`config.mk`:
```
export PLATFORM = sky130hd
export DESIGN_NAME = mmio_irq_timer_flat
export DESIGN_NICKNAME = d
export VERILOG_FILES = /design/src/rtl/mmio_irq_timer_if.sv /design/src/rtl/mmio_irq_timer.sv /design/src/flat_wrapper.sv
export SDC_FILE = /design/constraint.sdc
export NUM_CORES = 1
export LEC_CHECK = 0
export CAP_MARGIN = 10
export CORE_UTILIZATION = 40
export DETAILED_ROUTE_END_ITERATION = 7
export PLACE_DENSITY_LB_ADDON = 0.08
export SYNTH_ARGS = -nofsm -noshare
export SYNTH_HDL_FRONTEND = slang
export SYNTH_SLANG_ARGS = --single-unit
```
`constraint.sdc`:
```
create_clock -name ph1 -period 2.8 [get_ports ph1]
set_clock_uncertainty 0.1 [all_clocks]
set_input_delay 0.56 -clock ph1 [delete_from_list [all_inputs] [get_ports ph1]]
set_output_delay 0.56 -clock ph1 [all_outputs]
set_load 0.02 [all_outputs]
```
`src/rtl/mmio_irq_timer_if.sv`:
```
// mmio_irq_timer_if: CPU data-bus signals seen by a memory-mapped responder
interface mmio_irq_timer_if;
  logic        memwrite;
  logic        memread;
  logic [31:0] dataadr;
  logic [31:0] writedata;
  logic [31:0] readdata;
  modport master (output memwrite, memread, dataadr, writedata, input readdata);
  modport slave  (input memwrite, memread, dataadr, writedata, output readdata);
endinterface

```
`src/rtl/mmio_irq_timer.sv`:
```
// mmio_irq_timer: compare-match timer and software triggers driving pulsed CPU interrupt lines
module mmio_irq_timer #(
  parameter logic [31:0] BASE_ADDR    = 32'hFFFF0000,
  parameter int          NUM_IRQ      = 8,
  parameter int          PULSE_CYCLES = 5
) (
  input  logic                ph1,
  input  logic                reset,
  mmio_irq_timer_if.slave     bus,
  output logic [NUM_IRQ-1:0]  interrupts
);
  localparam int PW = $clog2(PULSE_CYCLES + 1);
  logic               en_q, en_d, ar_q, ar_d;
  logic [2:0]         tline_q, tline_d;
  logic [31:0]        count_q, count_d, compare_q, compare_d, readdata_q, readdata_d;
  logic [NUM_IRQ-1:0] status_q, status_d, trig, w1c;
  logic [PW-1:0]      cnt_q [NUM_IRQ];
  logic [PW-1:0]      cnt_d [NUM_IRQ];
  logic               hit, wr, match;
  logic [2:0]         off;
  logic [31:0]        rd;
  // address decode, timer match and trigger/status/pulse next state
  always_comb begin
    hit = bus.dataadr[31:5] == BASE_ADDR[31:5];
    off = bus.dataadr[4:2];
    wr = bus.memwrite && hit;
    match = en_q && count_q == compare_q;
    en_d = (wr && off == 3'd0) ? bus.writedata[0] : en_q;
    ar_d = (wr && off == 3'd0) ? bus.writedata[1] : ar_q;
    tline_d = (wr && off == 3'd0) ? bus.writedata[10:8] : tline_q;
    count_d = (wr && off == 3'd1) ? bus.writedata : !en_q ? count_q : (match && ar_q) ? 32'd0 : count_q + 32'd1;
    compare_d = (wr && off == 3'd2) ? bus.writedata : compare_q;
    w1c = (wr && off == 3'd4) ? bus.writedata[NUM_IRQ-1:0] : '0;
    for (int i = 0; i < NUM_IRQ; i++) begin
      trig[i] = (match && tline_q == 3'(i)) || (wr && off == 3'd3 && bus.writedata[i]);
      cnt_d[i] = trig[i] ? PW'(PULSE_CYCLES) : (cnt_q[i] != '0) ? cnt_q[i] - PW'(1) : '0;
      interrupts[i] = cnt_q[i] != '0;
    end
    status_d = (status_q & ~w1c) | trig;
    rd = !hit ? 32'd0 : off == 3'd0 ? {21'd0, tline_q, 6'd0, ar_q, en_q} : off == 3'd1 ? count_q :
         off == 3'd2 ? compare_q : off == 3'd4 ? 32'(status_q) : 32'd0;
    readdata_d = bus.memread ? rd : readdata_q;
  end
  assign bus.readdata = readdata_q;
  // register state; reset clears everything including in-flight pulses
  always_ff @(posedge ph1) begin
    if (reset) begin
      en_q <= 1'b0;
      ar_q <= 1'b0;
      tline_q <= '0;
      count_q <= '0;
      compare_q <= 32'hFFFFFFFF;
      status_q <= '0;
      readdata_q <= '0;
      cnt_q <= '{default: '0};
    end else begin
      en_q <= en_d;
      ar_q <= ar_d;
      tline_q <= tline_d;
      count_q <= count_d;
      compare_q <= compare_d;
      status_q <= status_d;
      readdata_q <= readdata_d;
      cnt_q <= cnt_d;
    end
  end
endmodule

```
`src/flat_wrapper.sv`:
```
// flat-port wrapper written by rule: the top's interface ports become plain ports
module mmio_irq_timer_flat 
#(
  parameter logic [31:0] BASE_ADDR    = 32'hFFFF0000,
  parameter int          NUM_IRQ      = 8,
  parameter int          PULSE_CYCLES = 5
)
  (ph1, reset, interrupts, bus_memwrite, bus_memread, bus_dataadr, bus_writedata, bus_readdata);
  mmio_irq_timer_if bus_i ();
  input  logic ph1;
  input  logic reset;
  output logic [NUM_IRQ-1:0] interrupts;
  input wire logic [$bits(bus_i.memwrite)-1:0] bus_memwrite;
  input wire logic [$bits(bus_i.memread)-1:0] bus_memread;
  input wire logic [$bits(bus_i.dataadr)-1:0] bus_dataadr;
  input wire logic [$bits(bus_i.writedata)-1:0] bus_writedata;
  output wire logic [$bits(bus_i.readdata)-1:0] bus_readdata;
  assign bus_i.memwrite = bus_memwrite;
  assign bus_i.memread = bus_memread;
  assign bus_i.dataadr = bus_dataadr;
  assign bus_i.writedata = bus_writedata;
  assign bus_readdata = bus_i.readdata;
  mmio_irq_timer #(.BASE_ADDR(BASE_ADDR), .NUM_IRQ(NUM_IRQ), .PULSE_CYCLES(PULSE_CYCLES)) u_core (.ph1(ph1), .reset(reset), .bus(bus_i), .interrupts(interrupts));
endmodule
```
* Word level (Yosys, flattened, before mapping)
Cells that the tools add are included.
** Cells by class
- Bitwise logic cells :: 11
- Magnitude comparators :: 0
- Shifts and indexed selects :: 0
- Divide/modulo/power cells :: 0
- Muxes and demuxes :: 25
- Eq/ne operators :: 13
- Reductions and logical operators :: 51
- Multipliers :: 0
- Add/sub/neg operators :: 9
** Operator list (count)
- 32-bit two-way mux :: 7
- 3-bit two-way mux :: 16
- 32-bit by 1-bit adder with 32-bit output (second input constant) :: 1
- 32-bit equality test :: 1
- 27-bit equality test (second input constant) :: 1
- 1-bit logical AND :: 24
- 3-bit nonzero test :: 8
- 3-bit OR reduction :: 8
- 3-bit by 1-bit subtractor with 3-bit output (second input constant) :: 8
- 8-bit two-way mux :: 2
- 3-bit equality test (second input constant) :: 5
- 3-bit by 2-bit equality test with 1-bit output (second input constant) :: 4
- 8-bit AND :: 1
- 1-bit logical OR :: 8
- 1-bit NOT :: 8
- 8-bit NOT :: 1
- 8-bit bitwise OR :: 1
- 3-bit by 1-bit equality test with 1-bit output (second input constant) :: 2
- 3-bit logical NOT :: 2
- 2-bit nonzero test :: 1
** Storage, ports and cells
- Input port bits :: 68
- Memories :: 0
- Latch bits :: 0
- Bits in writable memories :: 0
- Flip-flop bits (word level) :: 133
- Bits in read-only memories :: 0

* Logic depth before layout (Yosys ltp)
Gate-level depths: netlist of run 1.
- Word-level depth :: 7
- Gate-level depth with buffers :: 9
- Gate-level depth less buffers :: 8

* Least setup slack after synthesis of run 1
Ideal clock, no wire load.
- Path kind :: input to register
- From :: input bus_dataadr[14]
- To :: register u_core.cnt_q[19] in the netlist's numbering
- Slack :: 145 ps
- Required time :: 2584 ps
- Data arrival time :: 2439 ps
- Stages on the path :: 8
- Path through :: or4b_1 nor4_1 and3_1 buf_2 nand2_1 nor2_1 a22oi_1 and3_1
** Between the ends
- Longest elaborated chain between the ends :: 6
** Ends and longest elaborated chain
- from (decl) :: RTL line flat_wrapper.sv:15 : input wire logic [$bits(bus_i.dataadr)-1:0] bus_dataadr;
- 27-bit equality test :: RTL line mmio_irq_timer.sv:24 : hit = bus.dataadr[31:5] == BASE_ADDR[31:5];
- 1-bit logical AND :: RTL line mmio_irq_timer.sv:26 : wr = bus.memwrite && hit;
- 1-bit logical AND (2 in series) :: RTL line mmio_irq_timer.sv:35 : trig[i] = (match && tline_q == 3'(i)) || (wr && off == 3'd3 && bus.writedata[i]);
- 1-bit logical OR :: RTL line mmio_irq_timer.sv:35
- 3-bit OR reduction (no source line)
- to (signal assigned) :: RTL line mmio_irq_timer.sv:64 : cnt_q <= cnt_d;
- to (decl) :: RTL line mmio_irq_timer.sv:17 : logic [PW-1:0] cnt_q [NUM_IRQ];
No other way between the ends.
A chain may end at the register's enable or synchronous reset.

* Final worst setup path of run 1
- From :: register u_core.compare_q[7]
- To :: register u_core.count_q[1]
** Between the ends
- Longest elaborated chain between the ends :: 6
** Ends and longest elaborated chain
- from (decl) :: RTL line mmio_irq_timer.sv:15 : logic [31:0] count_q, count_d, compare_q, compare_d, readdata_q, readdata_d;
- from (signal assigned) :: RTL line mmio_irq_timer.sv:61 : compare_q <= compare_d;
- 32-bit equality test :: RTL line mmio_irq_timer.sv:27 : match = en_q && count_q == compare_q;
- 1-bit logical AND :: RTL line mmio_irq_timer.sv:27
- 1-bit logical AND :: RTL line mmio_irq_timer.sv:31 : count_d = (wr && off == 3'd1) ? bus.writedata : !en_q ? count_q : (match && ar_q) ? 32'd0 : count_q + 32'd1;
- 32-bit two-way mux (3 in series) :: RTL line mmio_irq_timer.sv:31
- to (signal assigned) :: RTL line mmio_irq_timer.sv:60 : count_q <= count_d;
- to (decl) :: RTL line mmio_irq_timer.sv:15
No other way between the ends. The select of a mux whose other input is x is not followed.

==> flow_summary_export.csv, run 1 <==
group,metric,value,unit
cts,h-tree-depth,4,
logic_synthesis,synth_top_area_frac,0.3842,
logic_synthesis,synth_nets,961,
pwr,p_seq_frac,0.358,
pwr,p_clk_frac,0.409,
placement,io_buffers,105,
setup_path,worstSetupStartpointType,"flop",
cts,clockBufferDepth,2,
setup_path,cpMaxStageDelayCell,"o41a_1",
placement,placed_area,8426,sq um
timing,rsz0062_at_grt,"no",
routing,drcViolationCount,0,
logic_synthesis,postSynthAreaPerCell,7.911,sq um
floorplanning,core-area,16760,sq um
routing,drtIter0Drc,469,
timing,fin_ws,0.1330,ns
logic_synthesis,synth_seq_cells,133,
floorplanning,io_pins,108,
logic_synthesis,yosys.area.top_type,"dfxtp_1",
setup_path,reg2reg_slack,0.13,ns
routing,vias,6763,
logic_synthesis,yosys_warnings,0,
logic_synthesis,yosysMostFrequentCell,"dfxtp_1",
layout,fin_nets,1072,
timing,timing.final.crit_share,0.9525,
placement,routabilityCongestion,0.8436,
pwr,pwr-share-comb,0.233,
global_route,grt_use_total,0.2413,
setup_path,cp_common_cell,"a2111o_1",
layout,stdcell_area,9085,sq um
setup_path,path_max_fanout,11,
layout,utilization,0.5421,
setup_path,crit_buf_inv,1,
global_route,grt_max_degree,49,
floorplanning,die_h,133.6,um
cts,cts-root-buf,"clkbuf_16",
global_route,grt_pass1_vias,6443,
routing,routed_wl,20860,um
setup_path,required,2.99,ns
cts,clock-sinks,133,
pwr,p_leak,3.537,nW
logic_synthesis,synth_ff_type,"dfxtp_1",
global_route,overflow,0,
pwr,netSwitchingFraction,0.2797,
run_status,outcome,"finished clean",
logic_synthesis,synth_common_cells,"dfxtp_1, nand2_1, nor2_1, clkbuf_1, a21oi_1",
logic_synthesis,synth_edf_count,0,
cts,holdBufCountCts,0,
pwr,p_switching,1.644,mW
routing,ant_nets,0,
cts,cts.clk_slew.worst_paths,0.06,ns
setup_path,cpPeakStageDelay,0.50,ns
setup_path,path_delay_family,"compound AO/OA/AOI/OAI gates",
cts,cts_made_buffers,17,
timing,maxSlewViolCount,0,
routing,wire_per_inst,17.11,um
floorplanning,fp-row-count,47,
logic_synthesis,synthArstFlopShare,0,
routing,via_per_inst,5.548,
global_route,antenna_found_initial,0,
cts,insertion_delay,0.43,ns
logic_synthesis,syn-instance-count,876,
placement,dp_hpwl,15580,um
global_route,grt_pass1_wl,33620,um
timing,max_freq,374.9,MHz
setup_path,worstSetupPathType,"reg2reg",
timing,max_slew_margin,0.3753,
timing,finalCriticalPeriod,2.667,ns
logic_synthesis,netlist_area,6930,sq um
layout,drive_gt1_frac,0.09910,
setup_path,worstPathArrival,2.86,ns
pwr,fin_total_pwr,5.880,mW
pwr,internal_power,4.235,mW
timing,finalHoldViolations,0,
placement,pre_cts_slack,-0.4010,ns
run,maxCapViolations,0,
pwr,power.density,647.2,nW/um^2
layout,antenna_cells,0,
pwr,ir_drop,420.5,uV
floorplanning,start_util,0.4135,
timing,finalSetupTns,0,ns
worst_hold_path,whs_path_depth,2,
worst_hold_path,hold_path_class,"reg2reg",
logic_synthesis,ys_types,45,
layout,areaGrowthSynthToFinish,31.09,%
logic_synthesis,ys_seq_area_frac,0.3842,
logic_synthesis,synth.area.top_cells,"dfxtp_1, nand2_1, nor2_1",
timing,setup_viol_count_final,0,
setup_path,timing.critical_path.depth,7,
cts,cts_tree,"yes",
floorplanning,die_w,133.6,um
setup_path,reg2regPathDepth,7,
setup_path,path_cells,"xor2_1 -> a2111o_1 -> a2111o_1 -> o41a_1 -> buf_4 -> a221oi_1 -> nor3_1",
timing,worst_pin_slew,0.9360,ns
setup_path,cp-end-kind,"flop",
routing,dr.pass1.iters,5,
floorplanning,die_area,17860,sq um
routing by layer:
layer  vias up  part of all wire  routed length, um  global-route usage
met3        25             0.054               1123             0.04338
met1      3215              0.48              10040              0.3386
li1       3288                 -                  -                   -
met5         -                 0                  0                   0
met2       235              0.45               9382              0.3695
met4         0             0.015                312             0.08460
state kept, by name (all words and copies together) (netlist names):
name / cells
u_core.bus.readdata: 32
u_core.compare_q: 32
u_core.count_q: 32
u_core.cnt_q: 24
u_core.status_q: 8
u_core.tline_q: 3
u_core.ar_q: 1
u_core.en_q: 1
cells in the final DEF, fill, tap and decap left out, types with 4 or more instances in the layout:
cell type        instances
dfxtp_1                133
nand2_1                120
nor2_1                 105
clkdlybuf4s50_1        104
buf_4                   53
a21oi_1                 52
a22oi_1                 40
nand3b_1                34
nor3_1                  34
xor2_1                  32
inv_1                   28
o21ai_0                 28
and3_1                  23
a22o_1                  20
ha_1                    17
clkbuf_16               17
nor2b_1                 16
nand3_1                 14
mux2i_1                 14
a211oi_1                13
nand4_1                 11
nand2b_1                 9
nor4_1                   8
xnor2_1                  6
a221oi_2                 6
o22ai_1                  5
a221oi_1                 5
a31oi_1                  4
bufinv_16                4
repair_timing:
action	CTS	global route
setup endpoints to repair	0	86
resized for setup	0	5
buffers inserted	0	0
endpoints found under the hold margin	0	0
kinds of logic after synthesis:
family          share of synthesized area
flops                              0.3842
compound gates                     0.1852
xor+xnor                          0.04802
buf+inv                           0.05687
mux                               0.02022
fa+ha+maj                         0.03069
simple gates                       0.2748
worst register-to-register path, cell delays in order (launching register included):
cell and delay (ns):
dfxtp_1 0.34, xor2_1 0.19, a2111o_1 0.40, a2111o_1 0.44
o41a_1 0.50, buf_4 0.22, a221oi_1 0.27, nor3_1 0.08
worst paths after layout:
path,to,start
worst min register to register,u_core.status_q[0],u_core.status_q[0]
worst max-delay path,u_core.count_q[1],u_core.compare_q[7]
worst max register to register,u_core.count_q[1],u_core.compare_q[7]
worst min-delay path,u_core.status_q[0],u_core.status_q[0]
final cells by class:
type | instances | area (sq um)
fillers | 1531 | 7675
well taps | 220 | 275.3
multi-input cells | 647 | 3913
clock inverters | 11 | 173.9
repair buffers | 160 | 1499
flip-flops and latches | 133 | 2663
clock buffers | 20 | 456.7
inverters | 28 | 105.1
per-stage QoR:
| stage | cells | hold slack, ns |
|---|---|---|
| floorplan | 876 | 0.3366 |
| finish | 1219 | 0.3716 |
| global route | 1219 | 0.3862 |
| global placement | 1188 | 0.3468 |
| detailed placement | 1188 | 0.3676 |
| CTS | 1219 | 0.3762 |
power by group through the flow:
stage | Clock [mW] | Sequential, mW | Combinational [mW]
5_1_grt | 2.52 | 2.12 | 1.53
3_3_place_gp | 0 | 2.13 | 1.26
4_1_cts | 2.43 | 2.11 | 1.38
6_report | 2.40 | 2.10 | 1.37
3_5_place_dp | 0 | 2.15 | 1.38
2_1_floorplan | 0 | 2.13 | 0.852
Note: power is estimated with default switching activity, not from simulation.
==> inputs of run 2 (changes only) <==
--- a/config.mk
+++ b/config.mk
@@ -7,8 +7,10 @@
 export LEC_CHECK = 0
 export CAP_MARGIN = 10
 export CORE_UTILIZATION = 40
+export CTS_CLUSTER_DIAMETER = 30
 export DETAILED_ROUTE_END_ITERATION = 7
 export PLACE_DENSITY_LB_ADDON = 0.08
+export RECOVER_POWER = 25
 export SYNTH_ARGS = -nofsm -noshare
 export SYNTH_HDL_FRONTEND = slang
 export SYNTH_SLANG_ARGS = --single-unit
==> constraint.sdc (replaced) <==
create_clock -name ph1 -period 2.6 [get_ports ph1]
set_clock_uncertainty 0.1 [all_clocks]
set_input_delay 0.52 -clock ph1 [delete_from_list [all_inputs] [get_ports ph1]]
set_output_delay 0.52 -clock ph1 [all_outputs]
set_load 0.02 [all_outputs]
==> run 2 against run 1 <==
Compared with the run above: total power up 0.17%; die area unchanged; sequential cell count unchanged; setup slack worse by 0.11 ns.
==> flow_summary_export.csv, run 2 (synthesis results as in run 1) <==
group,metric,value,unit
cts,clock-sinks,133,
layout,multi_input_area,4116,sq um
layout,final-seq-area,2669,sq um
timing,setup_viol_count_final,0,
setup_path,crit_buf_inv,2,
pwr,p_switching,1.754,mW
setup_path,required,2.79,ns
layout,utilization,0.5671,
layout,layout_common_cells,"dfxtp_1, nand2_1, nor2_1",
routing,via_per_inst,5.612,
placement,dp_cells,1209,
global_route,met2_usage,0.3857,
pwr,netSwitchingFraction,0.2978,
floorplanning,die_area,17860,sq um
floorplanning,die_w,133.6,um
global_route,use_met1,0.3367,
routing,wire_per_inst,17.89,um
cts,cts_made_buffers,17,
floorplanning,fp-row-count,47,
pwr,fin_total_pwr,5.890,mW
placement,pre_cts_slack,-0.4550,ns
placement,routabilityCongestion,0.9020,
pwr,p_leak,3.856,nW
global_route,use_met3,0.04909,
cts,cts.clk_slew.worst_paths,0.06,ns
global_route,grt_pass1_wl,34460,um
routing,ant_nets,0,
setup_path,cpMaxStageDelayCell,"o41a_1",
cts,clockBufferDepth,2,
setup_path,cpPeakStageDelay,0.52,ns
layout,areaGrowthSynthToFinish,37.14,%
timing,max_freq,388.3,MHz
timing,timing.final.crit_share,0.9906,
cts,insertion_delay,0.43,ns
pwr,ir_drop,444.4,uV
layout,drive_gt1_frac,0.1633,
floorplanning,io_pins,108,
pwr,power.density,619.7,nW/um^2
cts,holdBufCountCts,0,
layout,final_common_cell,"dfxtp_1",
setup_path,path_max_fanout,7,
timing,finalHoldViolations,0,
layout,stdcell_area,9504,sq um
timing,finalCriticalPeriod,2.575,ns
layout,antenna_cells,0,
setup_path,path_delay_family,"compound AO/OA/AOI/OAI gates",
routing,drcViolationCount,0,
cts,cts_tree,"yes",
global_route,antenna_found_initial,0,
global_route,grt_pass1_vias,6788,
setup_path,worstSetupPathType,"reg2reg",
setup_path,worstPathArrival,2.76,ns
run,maxCapViolations,0,
timing,maxSlewViolCount,0,
layout,instances_no_fill,1249,
timing,worst_pin_slew,1.039,ns
global_route,grt_use_total,0.2464,
pwr,internal_power,4.135,mW
routing,routed_wl,22340,um
global_route,grt.busiest_layer,"met2",
floorplanning,core-area,16760,sq um
timing,max_slew_margin,0.3065,
placement,dp_hpwl,16140,um
placement,placed_area,8586,sq um
setup_path,worstSetupStartpointType,"flop",
global_route,overflow,0,
routing,vias,7009,
floorplanning,die_h,133.6,um
pwr,p_seq_frac,0.386,
worst_hold_path,hold_path_class,"reg2reg",
setup_path,cp_common_cell,"a2111o_1",
pwr,p_clk_frac,0.360,
cts,h-tree-depth,4,
timing,rsz0062_at_grt,"yes",
placement,io_buffers,105,
timing,fin_ws,0.02450,ns
setup_path,cp-end-kind,"flop",
run_status,outcome,"finished clean",
routing,drtIter0Drc,583,
floorplanning,start_util,0.4135,
timing,holdWs,0.3615,ns
pwr,pwr-share-comb,0.254,
layout,fin_nets,1103,
timing,finalSetupTns,0,ns
cts,cts-root-buf,"clkbuf_16",
setup_path,path_cells,"xor2_2 -> a2111o_1 -> a2111o_1 -> o41a_1 -> buf_6 -> buf_4 -> a21oi_1 -> a211oi_1",
routing,dr.pass1.iters,5,
layout,num-fill-cells,1528,
global_route,grt_max_degree,42,
run 2: cell types whose count changed in the layout (fill, tap and decap cells not counted), moves of 11 or more:
| cell | before | now |
|---|---|---|
| dlygate4sd3_1 | 0 | 32 |
| a22oi_1 | 40 | 29 |
| clkdlybuf4s50_1 | 104 | 67 |
| a22oi_2 | 0 | 11 |
| buf_4 | 53 | 71 |
run 2: path summary, 6_finish.rpt:
| kind | start | end | slack [ns] | depth (start not counted) |
|---|---|---|---|---|
| setup / recovery | u_core.compare_q[28] | u_core.count_q[14] | 0.02 | 8 |
| hold / removal | u_core.status_q[6] | u_core.status_q[6] | 0.36 | 2 |
| setup reg to reg | u_core.compare_q[28] | u_core.count_q[14] | 0.02 | 8 |
| hold reg to reg | u_core.status_q[6] | u_core.status_q[6] | 0.36 | 2 |
run 2: area by class of cell:
class                   instances  share of cell area
repair buffers                191              0.1925
well taps                     220             0.02896
clock inverters                 9            0.006187
multi-input cells             647              0.4331
flip-flops and latches        133              0.2808
clock buffers                  21             0.04739
inverters                      28             0.01106
run 2: power groups by stage:
| stage | combinational, mW | sequential [mW] | clock, mW |
|---|---|---|---|
| 4_1_cts | 1.50 | 2.27 | 2.13 |
| 5_1_grt | 1.66 | 2.29 | 2.24 |
| 3_5_place_dp | 1.49 | 2.31 | 0 |
| 6_report | 1.50 | 2.27 | 2.12 |
| 2_1_floorplan | 0.918 | 2.29 | 0 |
| 3_3_place_gp | 1.36 | 2.30 | 0 |
run 2: worst min-delay path, cell delays in order (launching register included):
cell and delay (ns):
dfxtp_1 0.31, nand2_1 0.05, a21oi_1 0.06
run 2: metal layers:
layer	vias up	wire length, um
met5	-	0
met4	0	446
met3	37	1340
met2	243	10380
met1	3382	10180
li1	3347	-
run 2: repair_timing:
item	CTS	global route
endpoints found under the setup margin	15	95
setup buffers	0	6
resized for setup	3	70
endpoints found under the hold margin	0	0
cloned	0	4
pin swaps	1	29
